## src/rtl/weight_mem_arbiter_pkg.sv

```systemverilog
// snn_pkg: shared types, nibble limits, requester indices and the saturating
// signed 4-bit adder used by the weight arbiter and the learning core.
package snn_pkg;
   typedef enum logic [1:0] {
      S_IDLE   = 2'd0,
      S_UPD_WR = 2'd1
   } state_t;
   localparam int NIB_MAX = 7;
   localparam int NIB_MIN = -8;
   localparam int REQ_RD  = 0;
   localparam int REQ_UPD = 1;
   localparam int REQ_LD  = 2;
   // a + b as signed 4-bit values, clamped to [NIB_MIN, NIB_MAX]
   function automatic logic [3:0] sat_add_s4(input logic [3:0] a, input logic [3:0] b);
      logic signed [4:0] s;
      s = $signed({a[3], a}) + $signed({b[3], b});
      return (int'(s) > NIB_MAX) ? 4'(NIB_MAX) : (int'(s) < NIB_MIN) ? 4'(NIB_MIN) : s[3:0];
   endfunction
endpackage

```

## src/rtl/weight_mem_arbiter_if.sv

```systemverilog
// weight_mem_arbiter_if: request/response bundle between the three weight
// requesters (master) and the weight memory arbiter (slave).
//   rd_*  : inference read channel (req/addr in, valid/data out)
//   upd_* : learning read-modify-write (req/addr/delta in, busy/done out)
//   ld_*  : host loader (req/addr/data in, ack out)
//   drop_err : sticky {ld, upd, rd} dropped-request flags
interface weight_mem_arbiter_if #(
   parameter int ADDR_W = 4,
   parameter int DW     = 8
);
   logic              rd_req;
   logic [ADDR_W-1:0] rd_addr;
   logic              rd_valid;
   logic [DW-1:0]     rd_data;
   logic              upd_req;
   logic [ADDR_W-1:0] upd_addr;
   logic [DW-1:0]     upd_delta;
   logic              upd_busy;
   logic              upd_done;
   logic              ld_req;
   logic [ADDR_W-1:0] ld_addr;
   logic [DW-1:0]     ld_data;
   logic              ld_ack;
   logic [2:0]        drop_err;
   modport master (
      output rd_req, rd_addr, upd_req, upd_addr, upd_delta, ld_req, ld_addr, ld_data,
      input  rd_valid, rd_data, upd_busy, upd_done, ld_ack, drop_err
   );
   modport slave (
      input  rd_req, rd_addr, upd_req, upd_addr, upd_delta, ld_req, ld_addr, ld_data,
      output rd_valid, rd_data, upd_busy, upd_done, ld_ack, drop_err
   );
endinterface

```

## src/rtl/weight_mem_arbiter_rf.sv

```systemverilog
// wmem_rf: weight register file, reset to zero, one write port, one
// combinational read port.
//   clk, rst_n : clock, async active-low reset
//   we/waddr/wdata : write port
//   raddr/rdata    : combinational read port
module wmem_rf #(
   parameter int ADDR_W = 4,
   parameter int DW     = 8
) (
   input  logic              clk,
   input  logic              rst_n,
   input  logic              we,
   input  logic [ADDR_W-1:0] waddr,
   input  logic [DW-1:0]     wdata,
   input  logic [ADDR_W-1:0] raddr,
   output logic [DW-1:0]     rdata
);
   logic [DW-1:0] mem [2**ADDR_W];
   always_ff @(posedge clk or negedge rst_n)
      if (!rst_n) mem <= '{default: '0};
      else if (we) mem[waddr] <= wdata;
   assign rdata = mem[raddr];
endmodule

```

## src/rtl/weight_mem_arbiter.sv

```systemverilog
// weight_mem_arbiter: shares the weight register file between the inference
// read channel, the saturating learning updater and the host loader.
//   clk, rst_n : clock, async active-low reset
//   bus        : weight_mem_arbiter_if slave (rd_*, upd_*, ld_*, drop_err)
module weight_mem_arbiter
   import snn_pkg::*;
#(
   parameter int ADDR_W     = 4,
   parameter int DW         = 8,
   parameter int STARVE_LIM = 4
) (
   input logic                 clk,
   input logic                 rst_n,
   weight_mem_arbiter_if.slave bus
);
   state_t            state, state_nx;
   logic              pend_rd, pend_upd, pend_ld;
   logic [ADDR_W-1:0] rd_addr_q, upd_addr_q, ld_addr_q, upd_wa, waddr, raddr;
   logic [DW-1:0]     upd_delta_q, ld_data_q, upd_word, upd_dlt, new_word, wdata, rdata;
   logic [3:0]        starve_cnt;
   logic              idle, force_upd, gnt_rd, gnt_upd, gnt_ld, we;
   logic              rd_valid, upd_done, ld_ack;
   logic [DW-1:0]     rd_data;
   logic [2:0]        drop_err;

   wmem_rf #(.ADDR_W(ADDR_W), .DW(DW)) u_rf (
      .clk(clk), .rst_n(rst_n), .we(we), .waddr(waddr), .wdata(wdata),
      .raddr(raddr), .rdata(rdata)
   );

   always_comb begin
      idle      = state == S_IDLE;
      force_upd = pend_upd && starve_cnt == 4'(STARVE_LIM);
      gnt_ld    = idle && pend_ld && !force_upd;
      gnt_rd    = idle && pend_rd && !pend_ld && !force_upd;
      gnt_upd   = idle && pend_upd && (force_upd || (!pend_ld && !pend_rd));
      new_word  = {sat_add_s4(upd_word[7:4], upd_dlt[7:4]), sat_add_s4(upd_word[3:0], upd_dlt[3:0])};
      we        = gnt_ld || state == S_UPD_WR;
      waddr     = gnt_ld ? ld_addr_q : upd_wa;
      wdata     = gnt_ld ? ld_data_q : new_word;
      raddr     = gnt_upd ? upd_addr_q : rd_addr_q;
      state_nx  = gnt_upd ? S_UPD_WR : S_IDLE;
   end

   always_ff @(posedge clk or negedge rst_n)
      if (!rst_n) state <= S_IDLE;
      else state <= state_nx;

   // Capture: a new request is taken when nothing is pending or the pending
   // one is granted this cycle; otherwise it is dropped and flagged.
   // The update operands are copied at grant so a request accepted in the
   // grant cycle cannot disturb the following write-back.
   always_ff @(posedge clk or negedge rst_n)
      if (!rst_n) begin
         {pend_rd, pend_upd, pend_ld} <= '0;
         {rd_addr_q, upd_addr_q, ld_addr_q, upd_wa} <= '0;
         {upd_delta_q, ld_data_q, upd_word, upd_dlt} <= '0;
         starve_cnt <= '0;
         {rd_valid, upd_done, ld_ack} <= '0;
         rd_data <= '0;
         drop_err <= '0;
      end else begin
         if (bus.rd_req && (!pend_rd || gnt_rd)) begin
            pend_rd   <= 1'b1;
            rd_addr_q <= bus.rd_addr;
         end else if (gnt_rd) pend_rd <= 1'b0;
         else if (bus.rd_req) drop_err[REQ_RD] <= 1'b1;
         if (bus.upd_req && (!pend_upd || gnt_upd)) begin
            pend_upd    <= 1'b1;
            upd_addr_q  <= bus.upd_addr;
            upd_delta_q <= bus.upd_delta;
         end else if (gnt_upd) pend_upd <= 1'b0;
         else if (bus.upd_req) drop_err[REQ_UPD] <= 1'b1;
         if (bus.ld_req && (!pend_ld || gnt_ld)) begin
            pend_ld   <= 1'b1;
            ld_addr_q <= bus.ld_addr;
            ld_data_q <= bus.ld_data;
         end else if (gnt_ld) pend_ld <= 1'b0;
         else if (bus.ld_req) drop_err[REQ_LD] <= 1'b1;
         rd_valid <= gnt_rd;
         if (gnt_rd) rd_data <= rdata;
         ld_ack <= gnt_ld;
         if (gnt_upd) begin
            upd_word <= rdata;
            upd_wa   <= upd_addr_q;
            upd_dlt  <= upd_delta_q;
         end
         upd_done   <= state == S_UPD_WR;
         starve_cnt <= gnt_upd ? 4'd0 : (idle && pend_upd && starve_cnt != 4'hF) ? starve_cnt + 4'd1 : starve_cnt;
      end

   assign bus.rd_valid = rd_valid;
   assign bus.rd_data  = rd_data;
   assign bus.upd_busy = pend_upd || state == S_UPD_WR;
   assign bus.upd_done = upd_done;
   assign bus.ld_ack   = ld_ack;
   assign bus.drop_err = drop_err;
endmodule
```

## src/flat_wrapper.sv

```systemverilog
// flat-port wrapper written by rule: the top's interface ports become plain ports
module weight_mem_arbiter_flat import snn_pkg::*;
#(
   parameter int ADDR_W     = 4,
   parameter int DW         = 8,
   parameter int STARVE_LIM = 4
)
  (clk, rst_n, bus_rd_req, bus_rd_addr, bus_upd_req, bus_upd_addr, bus_upd_delta, bus_ld_req, bus_ld_addr, bus_ld_data, bus_rd_valid, bus_rd_data, bus_upd_busy, bus_upd_done, bus_ld_ack, bus_drop_err);
  weight_mem_arbiter_if #(.ADDR_W(ADDR_W), .DW(DW)) bus_i ();
  input logic clk;
  input logic rst_n;
  input wire logic [$bits(bus_i.rd_req)-1:0] bus_rd_req;
  input wire logic [$bits(bus_i.rd_addr)-1:0] bus_rd_addr;
  input wire logic [$bits(bus_i.upd_req)-1:0] bus_upd_req;
  input wire logic [$bits(bus_i.upd_addr)-1:0] bus_upd_addr;
  input wire logic [$bits(bus_i.upd_delta)-1:0] bus_upd_delta;
  input wire logic [$bits(bus_i.ld_req)-1:0] bus_ld_req;
  input wire logic [$bits(bus_i.ld_addr)-1:0] bus_ld_addr;
  input wire logic [$bits(bus_i.ld_data)-1:0] bus_ld_data;
  output wire logic [$bits(bus_i.rd_valid)-1:0] bus_rd_valid;
  output wire logic [$bits(bus_i.rd_data)-1:0] bus_rd_data;
  output wire logic [$bits(bus_i.upd_busy)-1:0] bus_upd_busy;
  output wire logic [$bits(bus_i.upd_done)-1:0] bus_upd_done;
  output wire logic [$bits(bus_i.ld_ack)-1:0] bus_ld_ack;
  output wire logic [$bits(bus_i.drop_err)-1:0] bus_drop_err;
  assign bus_i.rd_req = bus_rd_req;
  assign bus_i.rd_addr = bus_rd_addr;
  assign bus_i.upd_req = bus_upd_req;
  assign bus_i.upd_addr = bus_upd_addr;
  assign bus_i.upd_delta = bus_upd_delta;
  assign bus_i.ld_req = bus_ld_req;
  assign bus_i.ld_addr = bus_ld_addr;
  assign bus_i.ld_data = bus_ld_data;
  assign bus_rd_valid = bus_i.rd_valid;
  assign bus_rd_data = bus_i.rd_data;
  assign bus_upd_busy = bus_i.upd_busy;
  assign bus_upd_done = bus_i.upd_done;
  assign bus_ld_ack = bus_i.ld_ack;
  assign bus_drop_err = bus_i.drop_err;
  weight_mem_arbiter #(.ADDR_W(ADDR_W), .DW(DW), .STARVE_LIM(STARVE_LIM)) u_core (.clk(clk), .rst_n(rst_n), .bus(bus_i));
endmodule
```

## config.mk

```make
export PLATFORM = sky130hd
export DESIGN_NAME = weight_mem_arbiter_flat
export DESIGN_NICKNAME = d
export VERILOG_FILES = /design/src/rtl/weight_mem_arbiter_pkg.sv /design/src/rtl/weight_mem_arbiter_if.sv /design/src/rtl/weight_mem_arbiter_rf.sv /design/src/rtl/weight_mem_arbiter.sv /design/src/flat_wrapper.sv
export SDC_FILE = /design/constraint.sdc
export NUM_CORES = 1
export LEC_CHECK = 0
export BUFFER_PORTS_ARGS = -buffer_cell sky130_fd_sc_hd__buf_4
export CAP_MARGIN = 15
export CORE_ASPECT_RATIO = 0.75
export CORE_MARGIN = 5
export CORE_UTILIZATION = 60
export DETAILED_ROUTE_END_ITERATION = 10
export PLACE_DENSITY = 0.76
export SLEW_MARGIN = 15
export SYNTH_ARGS = -nofsm -noshare
export SYNTH_HDL_FRONTEND = slang
export SYNTH_SLANG_ARGS = --single-unit
```

## constraint.sdc

```tcl
create_clock -name clk -period 2.9 [get_ports clk]
set_input_delay 0.58 -clock clk [delete_from_list [all_inputs] [get_ports clk]]
set_output_delay 0.58 -clock clk [all_outputs]
set_load 0.02 [all_outputs]
```

==> results.yml <==
setup_path:
  slowest_stage: "dfrtp_1"
  path_max_fanout: 13
  path_buf_inv: 4
  r2r_slack_ns: 0.005
  crit_path_cell_trace: "inv_1, ha_1, nand4b_1, buf_6, nand3b_1, buf_4, nor3b_1, a31oi_1, nor2_1, nand2_1, buf_4, mux2_1"
  crit_path_end_kind: "flip-flop"
  worstPathArrival_ns: 3.20
  setup.worst_path.class: "reg -> reg"
  required_ns: 3.20
  crit_top_cell: "buf_4"
  cp_slowest_stage_delay_ns: 0.38
  cp-start-kind: "flip-flop"
  critical-path-top-delay-family: "simple AND/OR/NAND/NOR gates"
routing:
  routedWlPerCell_um: 24.17
  routed_wl_um: 28070
  vias_per_cell: 6.580
  drtIter0Drc: 824
  ant_nets: 0
  drt_first_pass_iters: 5
  vias: 7639
  drc: 0
floorplan:
  die_area_um2: 19190
  core-area_um2: 16120
  io_pins: 48
  fp.dieH_um: 121.2
  placementRows: 40
  initial_utilization: 0.6141
  die_x_um: 158.3
synth:
  yosysSeqAreaShare: 0.5007
  synth_cell_types: 75
  syn_nets: 910
  synthFlopType: "dfrtp_1"
  synth_edf_count: 0
  yosys.area.top_type: "dfrtp_1"
  yosys_warnings: 0
  syn_inst: 865
  avgSynthCellArea_um2: 11.44
  syn_area_um2: 9896
  synth.most_common_cell: "dfrtp_1"
  yosysTopAreaCellShare: 0.5007
  synth_commonest_cells: "dfrtp_1, mux2_2, nand2_1"
  async_reset_ff_frac: 1.000
  synth-seq-cells: 198
  yosys-top-cells-area: "dfrtp_1, mux2_2, nand2_1, mux2i_1, o21ai_0"
place:
  pre_cts_ws_ns: -0.3002
  io_buffers: 47
  hpwlAfterDp_um: 19630
  placed_cells: 1125
  gp_congestion: 0.8884
sta:
  fin_crit_sh: 0.9982
  hold_violations: 0
  slew_violations: 0
  fin_worst_skew_ns: 0.01143
  whs_ns: 0.1264
  worst_pin_slew_ns: 0.7605
  finalSetupViolCount: 0
  max_slew_margin: 0.4911
  finalCriticalPeriod_ns: 2.895
  setup_ws_ns: 0.005342
  max_freq_mhz: 345.5
grt:
  grt_pass1_vias: 7633
  grt_pass1_wl_um: 43600
  antenna_found_initial: 0
  overflow: 0
  grt_max_degree: 61
  track_usage: 0.2970
clock_network:
  tritoncts: "built"
  worstSkewPairLatency_ns: 0.43
  cts.reportedPaths.clkPinSlew_ns: 0.07
  cts_hold_buf: 0
  clock_path_buffers: 2
  clock-sinks: 198
  numCtsBuffers: 17
  htree_levels: 4
  clock_tree.root_cell: "clkbuf_16"
cells_and_area:
  final_nets: 983
  area_delta_synth_final_pct: 15.21
  fillers: 1142
  antennaDiodeCount: 0
  drive_above_1_share: 0.3438
  fin_cells: 1161
min_path:
  hp-class: "in -> async"
job:
  maxCapViolCount: 0
outcome:
  status: "finished clean"
## cells in the final DEF, fill, tap and decap left out, types with 5 or more instances in the layout
cell type / instances
clkbuf_16: 17
nand3_1: 26
mux2_2: 149
nand3b_1: 6
o211ai_1: 7
and3_1: 26
ha_1: 10
nor2b_1: 8
a211oi_1: 18
nand2b_1: 7
clkbuf_8: 5
o21a_1: 10
a221o_1: 9
buf_4: 98
o2bb2ai_1: 6
inv_1: 16
a221oi_1: 6
a31oi_1: 14
o21ai_0: 34
a21oi_1: 24
nand2_1: 72
nand2_2: 5
nor2_1: 26
mux2_1: 10
mux2i_1: 19
nor3_1: 8
o2111ai_1: 5
o22ai_1: 9
dfrtp_1: 198
## state kept, by name, indices dropped and copies added, names as in the netlist, 3 cells and up
signal,count
u_core.upd_wa,4
u_core.bus.rd_data,8
u_core.upd_addr_q,4
u_core.upd_dlt,8
u_core.ld_data_q,8
u_core.starve_cnt,4
u_core.upd_delta_q,8
u_core.upd_word,8
u_core.rd_addr_q,4
u_core.bus.drop_err,3
u_core.u_rf.mem,128
u_core.ld_addr_q,4
## metrics by stage
| stage | cell area (um^2) | setup TNS (ns) | utilization |
|---|---|---|---|
| 2_1_floorplan | 9896 | 0 | - |
| 3_3_place_gp | 10720 | -1.998 | 0.6650 |
| 3_5_place_dp | 10720 | -4.500 | 0.6650 |
| 4_1_cts | 11280 | 0 | 0.6999 |
| 5_1_grt | 11400 | -3.764 | 0.7075 |
| 6_report | 11400 | 0 | 0.7075 |
## worst reg2reg max path, cell delays in order, from the launching register on
cell and delay, ns:
dfrtp_1 0.38, inv_1 0.06, ha_1 0.22, nand4b_1 0.22, buf_6 0.20, nand3b_1 0.27
buf_4 0.26, nor3b_1 0.19, a31oi_1 0.09, nor2_1 0.24, nand2_1 0.11, buf_4 0.21
mux2_1 0.32
## final timing paths
kind                                       startpoint                    to  depth (start not counted)
worst max-delay path             u_core.starve_cnt[0]   u_core.u_rf.mem[46]                         12
worst min-delay path                            rst_n  u_core.starve_cnt[0]                          1
worst max register to register   u_core.starve_cnt[0]   u_core.u_rf.mem[46]                         12
worst min register to register  u_core.upd_delta_q[7]     u_core.upd_dlt[7]                          2
max in group asynchronous                       rst_n    u_core.u_rf.mem[5]                          2
min in group clk                      bus_upd_addr[3]  u_core.upd_addr_q[3]                          3
## timing repair
action	CTS	global route
cloned	0	0
buffers inserted	0	4
pin swaps	0	3
endpoints found under the setup margin	26	130
endpoints found under the hold margin	0	0
resized for setup	5	23
## cell type report
class	instances	area, um^2	share of cell area
Clock buffer	22	484.2	0.04247
Clock inverter	10	71.32	0.006256
Inverter	19	73.82	0.006475
Multi-Input combinational cell	597	4711	0.4132
Sequential cell	198	4955	0.4346
Tap cell	210	262.8	0.02305
Timing Repair Buffer	105	843.3	0.07397
## layer usage
metal  vias up  GRT usage  routed length (um)
met3        40    0.05419                2304
met1      3915     0.4475               12280
met5         -          0                   0
met4         0    0.07619                 498
met2       336     0.4463               12990
li1       3348          -                   -
## logic make-up after synthesis
| logic type | share of synthesized area |
|---|---|
| compound gates | 0.1422 |
| xor+xnor | 0.003541 |
| fa+ha+maj | 0.01669 |
| buf+inv | 0.03262 |
| flops | 0.5007 |
| mux | 0.2041 |
| simple gates | 0.1001 |
Power is left out: the tool's default activity adds up to more than one toggle a clock period on the data nets, which glitch-free logic cannot reach.
